==> config.mk <==
export PLATFORM = sky130hd
export DESIGN_NAME = ua_switch_sequencer
export DESIGN_NICKNAME = d
export VERILOG_FILES = /design/src/rtl/ua_switch_sequencer.sv
export SDC_FILE = /design/constraint.sdc
export NUM_CORES = 1
export LEC_CHECK = 0
export CORE_MARGIN = 3
export CORE_UTILIZATION = 60
export DETAILED_ROUTE_END_ITERATION = 10
export PLACE_DENSITY = 0.95
export SETUP_SLACK_MARGIN = 0.1
export SLEW_MARGIN = 5
export SYNTH_ARGS = -nofsm -noshare
export SYNTH_HDL_FRONTEND = slang
export SYNTH_SLANG_ARGS = --single-unit
==> constraint.sdc <==
create_clock -name clk -period 4.1 [get_ports clk]
set_clock_uncertainty 0.15 [all_clocks]
set_input_delay 0.82 -clock clk [delete_from_list [all_inputs] [get_ports clk]]
set_output_delay 0.82 -clock clk [all_outputs]
set_load 0.005 [all_outputs]
==> src/rtl/ua_switch_sequencer.sv <==
// ua_switch_sequencer
// Time-shares the analog bus between pads ua[NUM_CH-1:0] by driving one-hot
// enables for the transmission gates. Each connection is break-before-make:
// BBM_CYCLES all-open cycles, a programmable settle period, then a dwell
// window whose first cycle carries a sample strobe.
//
// Ports
//   clk, rst           clock, synchronous active-high reset
//   cfg_we/addr/wdata  register writes: 0=MASK 1=SETTLE 2=DWELL 3=CTRL(bit0 CONT)
//   start              begin a scan frame (honoured only when idle)
//   stop               graceful halt at the end of the current dwell
//   sw_en              one-hot (or zero) switch enables
//   channel            selected channel index
//   sample_strobe      first dwell cycle
//   frame_done         last dwell cycle of the last channel in the frame
//   busy               not idle
//
// state    | meaning
// ---------+---------------------------------------------
// S_IDLE   | all switches open, waiting for start
// S_BREAK  | all switches open for BBM_CYCLES cycles
// S_SETTLE | selected switch closed, settling (SETTLE cycles)
// S_DWELL  | selected switch closed, sampling window
module ua_switch_sequencer #(
  parameter int NUM_CH     = 6,
  parameter int BBM_CYCLES = 2,
  parameter int CNT_W      = 8
) (
  input  logic              clk,
  input  logic              rst,
  input  logic              cfg_we,
  input  logic [1:0]        cfg_addr,
  input  logic [7:0]        cfg_wdata,
  input  logic              start,
  input  logic              stop,
  output logic [NUM_CH-1:0] sw_en,
  output logic [2:0]        channel,
  output logic              sample_strobe,
  output logic              frame_done,
  output logic              busy
);

  localparam int CH_W = 3;
  localparam logic [CNT_W-1:0] BBM_LOAD = CNT_W'(BBM_CYCLES - 1);

  typedef enum logic [1:0] {S_IDLE, S_BREAK, S_SETTLE, S_DWELL} state_t;

  state_t            state_q, state_d;
  logic [CNT_W-1:0]  cnt_q, cnt_d;
  logic [CH_W-1:0]   channel_q, channel_d;
  logic              first_q, first_d;
  logic              stop_pending_q, stop_pending_d;
  logic [NUM_CH-1:0] mask_q;
  logic [CNT_W-1:0]  settle_q, dwell_q;
  logic              cont_q;

  logic              lowest_ok, above_ok, stop_eff;
  logic [CH_W-1:0]   lowest_ch, above_ch;
  logic [CNT_W-1:0]  dwell_load;

  // DWELL=0 behaves as a single-cycle dwell.
  assign dwell_load = (dwell_q == '0) ? '0 : dwell_q - 1'b1;

  // Channel selection: lowest set mask bit, and next set bit above channel_q.
  always_comb begin
    lowest_ok = 1'b0;
    lowest_ch = '0;
    above_ok  = 1'b0;
    above_ch  = '0;
    for (int i = NUM_CH - 1; i >= 0; i--) begin
      if (mask_q[i]) begin
        lowest_ok = 1'b1;
        lowest_ch = CH_W'(i);
        if (CH_W'(i) > channel_q) begin
          above_ok = 1'b1;
          above_ch = CH_W'(i);
        end
      end
    end
  end

  always_comb begin
    state_d        = state_q;
    cnt_d          = cnt_q;
    channel_d      = channel_q;
    first_d        = 1'b0;
    stop_eff       = stop_pending_q | stop;
    stop_pending_d = stop_eff;
    sw_en          = '0;
    sample_strobe  = 1'b0;
    frame_done     = 1'b0;
    busy           = (state_q != S_IDLE);

    case (state_q)
      S_IDLE: begin
        stop_pending_d = 1'b0;
        if (start && lowest_ok) begin
          channel_d = lowest_ch;
          state_d   = S_BREAK;
          cnt_d     = BBM_LOAD;
        end
      end
      S_BREAK: begin
        if (cnt_q != '0) begin
          cnt_d = cnt_q - 1'b1;
        end else if (settle_q != '0) begin
          state_d = S_SETTLE;
          cnt_d   = settle_q - 1'b1;
        end else begin
          state_d = S_DWELL;
          cnt_d   = dwell_load;
          first_d = 1'b1;
        end
      end
      S_SETTLE: begin
        sw_en = NUM_CH'(1) << channel_q;
        if (cnt_q != '0) begin
          cnt_d = cnt_q - 1'b1;
        end else begin
          state_d = S_DWELL;
          cnt_d   = dwell_load;
          first_d = 1'b1;
        end
      end
      S_DWELL: begin
        sw_en         = NUM_CH'(1) << channel_q;
        sample_strobe = first_q;
        if (cnt_q != '0) begin
          cnt_d = cnt_q - 1'b1;
        end else if (above_ok) begin
          // More channels in this frame; a pending stop still halts here.
          if (stop_eff) begin
            state_d = S_IDLE;
          end else begin
            channel_d = above_ch;
            state_d   = S_BREAK;
            cnt_d     = BBM_LOAD;
          end
        end else begin
          frame_done = 1'b1;
          if (cont_q && lowest_ok && !stop_eff) begin
            channel_d = lowest_ch;
            state_d   = S_BREAK;
            cnt_d     = BBM_LOAD;
          end else begin
            state_d = S_IDLE;
          end
        end
      end
      default: state_d = S_IDLE;
    endcase

    if (state_d == S_IDLE) stop_pending_d = 1'b0;
  end

  always_ff @(posedge clk) begin
    if (rst) begin
      state_q        <= S_IDLE;
      cnt_q          <= '0;
      channel_q      <= '0;
      first_q        <= 1'b0;
      stop_pending_q <= 1'b0;
      mask_q         <= '0;
      settle_q       <= '0;
      dwell_q        <= CNT_W'(1);
      cont_q         <= 1'b0;
    end else begin
      state_q        <= state_d;
      cnt_q          <= cnt_d;
      channel_q      <= channel_d;
      first_q        <= first_d;
      stop_pending_q <= stop_pending_d;
      if (cfg_we) begin
        case (cfg_addr)
          2'd0: mask_q   <= cfg_wdata[NUM_CH-1:0];
          2'd1: settle_q <= CNT_W'(cfg_wdata);
          2'd2: dwell_q  <= CNT_W'(cfg_wdata);
          2'd3: cont_q   <= cfg_wdata[0];
          default: ;
        endcase
      end
    end
  end

  assign channel = channel_q;

endmodule

==> key figures <==
Pwr
  • Switching Share: 0.439
  • Combinational Power Share: 0.526
  • Power share of the clock group: 0.189
  • Internal power of the cells: between 0.9 and 1 mW
  • Net switching power: about 0.76 mW
  • Total power density per cell area: 589 mW/mm^2
  • Peak supply drop: 0.319 mV
  • Leakage power: approximately 1.1 nW
  • Sequential share of power: 0.285

Placement
  • DP HPWL: 4.89 mm
  • Placed standard-cell area: between 0.002 and 0.003 sq mm
  • Port-buffer cells: 26
  • Gp weighted congestion: roughly 0.96

Cells and area
  • Leading cell type in the layout, fill and taps excluded: nor2_1
  • Number of inserted filler cells in the final layout: around 330
  • Layout area overhead: 14.4%
  • Net total in the final layout: approximately 380
  • Commonest cells after routing, fill and taps aside: nor2_1 (41), dfxtp_1 (38), nand2_1 (34), a21oi_1 (30), clkdlybuf4s50_1 (26)
  • Post-route standard cell area excluding fillers: 0.00295 sq mm
  • Proportion of layout cells with a drive suffix above 1: 0.0680
  • Count of inserted antenna diode cells: 0
  • Storage element area: roughly 760 sq um
  • Area of the multi-input gates: around 0.0017 sq mm

Detailed routing
  • Number of detailed-routing iterations run before antenna repair: 5
  • Count of antenna-violating nets left after detailed routing: 0
  • Number of vias after detailed routing: ~2,600
  • DR vias/cell: around 6.4
  • Total DRC errors in the routed layout: 0
  • Wirelength per Cell: between 15 and 20 microns
  • WL final: between 6 and 7 mm
  • Initial DRC Count: 251

Timing
  • Max-Slew Margin vs Limit: 0.577
  • Hold violation total from the final report: 0
  • Slew of the pin with the lowest slew margin: 631 ps
  • Final critical path time including I/O delays and setup: around 3400 ps
  • Fraction of the cycle the final worst path needs: 0.821
  • Setup repair after global routing missed its margin: no
  • Setup violation total in the final timing report: 0
  • Setup TNS after final layout: 0 ps
  • Maximum frequency from static timing analysis: 297 MHz
  • Final Slew Violations: 0

Global routing
  • Initial antenna violation count: 0
  • Global-route track usage on met1: 0.349
  • Via count of the first global-routing pass: ~2,400
  • Pin count of the biggest net entering global routing: 26
  • Most heavily used metal layer in global routing: met2
  • Global routing usage on met2: 0.438
  • M3 GR Usage: 0.0715
  • Wire length of the first global-routing pass: approximately 11 mm
  • Overall overflow remaining after global route: 0
  • Tot GR Track Use: 0.270

Synthesis
  • Number of distinct library cell variants in the gate-level netlist after synthesis: 59
  • Number of enable flip-flop cells after synthesis: 0
  • Number of synthesized register bits: 38
  • Number of instances in the synthesized netlist: ~340
  • Share of synthesized registers carrying an async set or reset: 0
  • Most frequently used flop master after synthesis: dfxtp_1
  • Per-instance average area after synthesis: 7.70 sq um
  • Number of nets in the synthesized netlist: approximately 360
  • Seq/Total Area, Yosys: 0.295
  • Total number of yosys warnings: 0
  • Synth Cell Area: ~0.0026 sq mm

Clock network
  • Post-cts repair resize count: 0
  • CTS buffer count: 5
  • Largest buffer count on any clock path: 2
  • Clock sink total: 38
  • Clock latency reported for the late side of the worst-skew pair: 290 ps
  • Clock tree from TritonCTS: done
  • Post-CTS Hold Fix Bufs: 0
  • CTS root buf: clkbuf_8
  • Clock transition at the registers of the reported paths: roughly 80 ps
  • Count of buffers added by post-CTS timing repair for setup: 0
  • H-tree levels: 2

Critical path
  • Crit path required time: ~3100 ps
  • Startpoint class of the critical path: flip-flop
  • Data arrival time of the critical path: between 2000 and 2500 ps
  • Worst Path Class, Setup: reg2out
  • CP endpoint kind: output port
  • Critical path peak fanout: 13
  • R2R cell count: 8
  • Startpoint of the worst setup timing path: cnt_q[0]
  • Crit Reg-Reg Startpoint: cnt_q[0]

Die
  • Row cnt: 23
  • Placeable core area: 0.00409 sq mm
  • I/O pin count: 27
  • Initial standard-cell utilization of the core: 0.631
  • Die height: between 70 and 80 microns
  • Total Die Area: 0.00512 sq mm
  • Die Wd: around 70 microns

Worst hold path
  • Hold-critical path depth: 2
  • Type of the tightest min-delay check: reg2reg
  • Hold wc startpoint: dwell_q[5]

Job
  • Max-cap check violation count: 0

Status
  • Status: finished clean
[metrics by stage]
step | power, mW | instances | setup WS (ps) | hold slack (ps) | utilization
global route | 1.86 | 403 | 566 | 361 | 0.722
finish | 1.74 | 403 | 735 | 348 | 0.722
CTS | 1.73 | 403 | 750 | 350 | 0.722
floorplan | 1.16 | 335 | 1820 | 308 | -
detailed placement | 1.39 | 396 | 1120 | 340 | 0.694
global placement | 1.36 | 396 | 1280 | 323 | 0.694
[worst max-delay path, cell delays in order, from the launching register on]
cell and delay (ps):
dfxtp_1 350, inv_1 70, ha_1 290, nor3b_2 270, nand2_1 310, nor3_1 270
clkdlybuf4s50_1 540
[worst paths after layout]
path	end	slack (ps)
max	frame_done	730
min	dwell_q[5]	350
max reg2reg	channel[1]	1540
min reg2reg	dwell_q[5]	350
[routing by layer]
| metal | wire [microns] | up-vias |
|---|---|---|
| met5 | 0 | - |
| met1 | 2830 | 1181 |
| met3 | 505 | 17 |
| met4 | 127 | 0 |
| li1 | - | 1242 |
| met2 | 3120 | 128 |
[synthesized netlist by cell type (2+ instances only)]
library cell | n | area (sq um)
o2111ai_1 | 2 | 17.5
xor2_1 | 3 | 26.3
nand3_1 | 5 | 25.0
o221ai_1 | 2 | 17.5
inv_1 | 18 | 67.6
o22ai_1 | 6 | 37.5
nor3b_2 | 2 | 25.0
and2_1 | 3 | 18.8
o31ai_1 | 2 | 15.0
a31oi_1 | 6 | 37.5
or3_1 | 3 | 18.8
ha_1 | 9 | 113
nor2_1 | 41 | 154
nor3b_1 | 2 | 15.0
nand4_1 | 2 | 12.5
o21a_1 | 4 | 30.0
a21oi_1 | 30 | 150
a21boi_0 | 3 | 22.5
clkbuf_1 | 13 | 48.8
o211ai_1 | 2 | 15.0
or2_2 | 4 | 25.0
o21ai_0 | 16 | 80.1
nor2b_1 | 4 | 25.0
o32ai_1 | 2 | 17.5
nand3b_1 | 2 | 15.0
nand2_1 | 34 | 128
o21ai_1 | 3 | 15.0
mux2i_1 | 14 | 140
nor4_1 | 2 | 12.5
dfxtp_1 | 38 | 761
nor3_1 | 19 | 95.1
a311oi_1 | 3 | 26.3
nor4b_1 | 2 | 17.5
xnor2_1 | 9 | 78.8
[kinds of logic (layout without fill, tap and decap cells)]
group,count (synthesis),in the layout,share of synthesized area
multiplexers,14,14,0.0543
buffers and inverters,34,52,0.0543
AO/OA/AOI/OAI,92,92,0.240
adder cells (fa/ha/maj),9,9,0.0436
XOR/XNOR,12,12,0.0407
AND/OR/NAND/NOR,136,136,0.273
flip-flops,38,38,0.295
[sequential cells by signal, summed over array words and instances (netlist names)]
register        flops
channel             3
cnt_q               8
cont_q              1
dwell_q             8
first_q             1
mask_q              6
settle_q            8
state_q             2
stop_pending_q      1
[power groups by stage]
stage | sequential (mW) | combinational, mW | clock, mW
after detailed placement | 0.503 | 0.883 | 0
final | 0.495 | 0.915 | 0.328
after global routing | 0.506 | 1.00 | 0.349
after floorplan | 0.479 | 0.684 | 0
after CTS | 0.494 | 0.900 | 0.331
after global placement | 0.500 | 0.860 | 0
[area by class of cell]
class                           instances  share of cell area
Multi-Input combinational cell        263               0.569
Sequential cell                        38               0.258
Timing Repair Buffer                   27              0.0908
Clock buffer                            6              0.0280
Inverter                               18              0.0229
Tap cell                               50              0.0212
Clock inverter                          1              0.0102
Note: power is estimated with default switching activity, not from simulation.
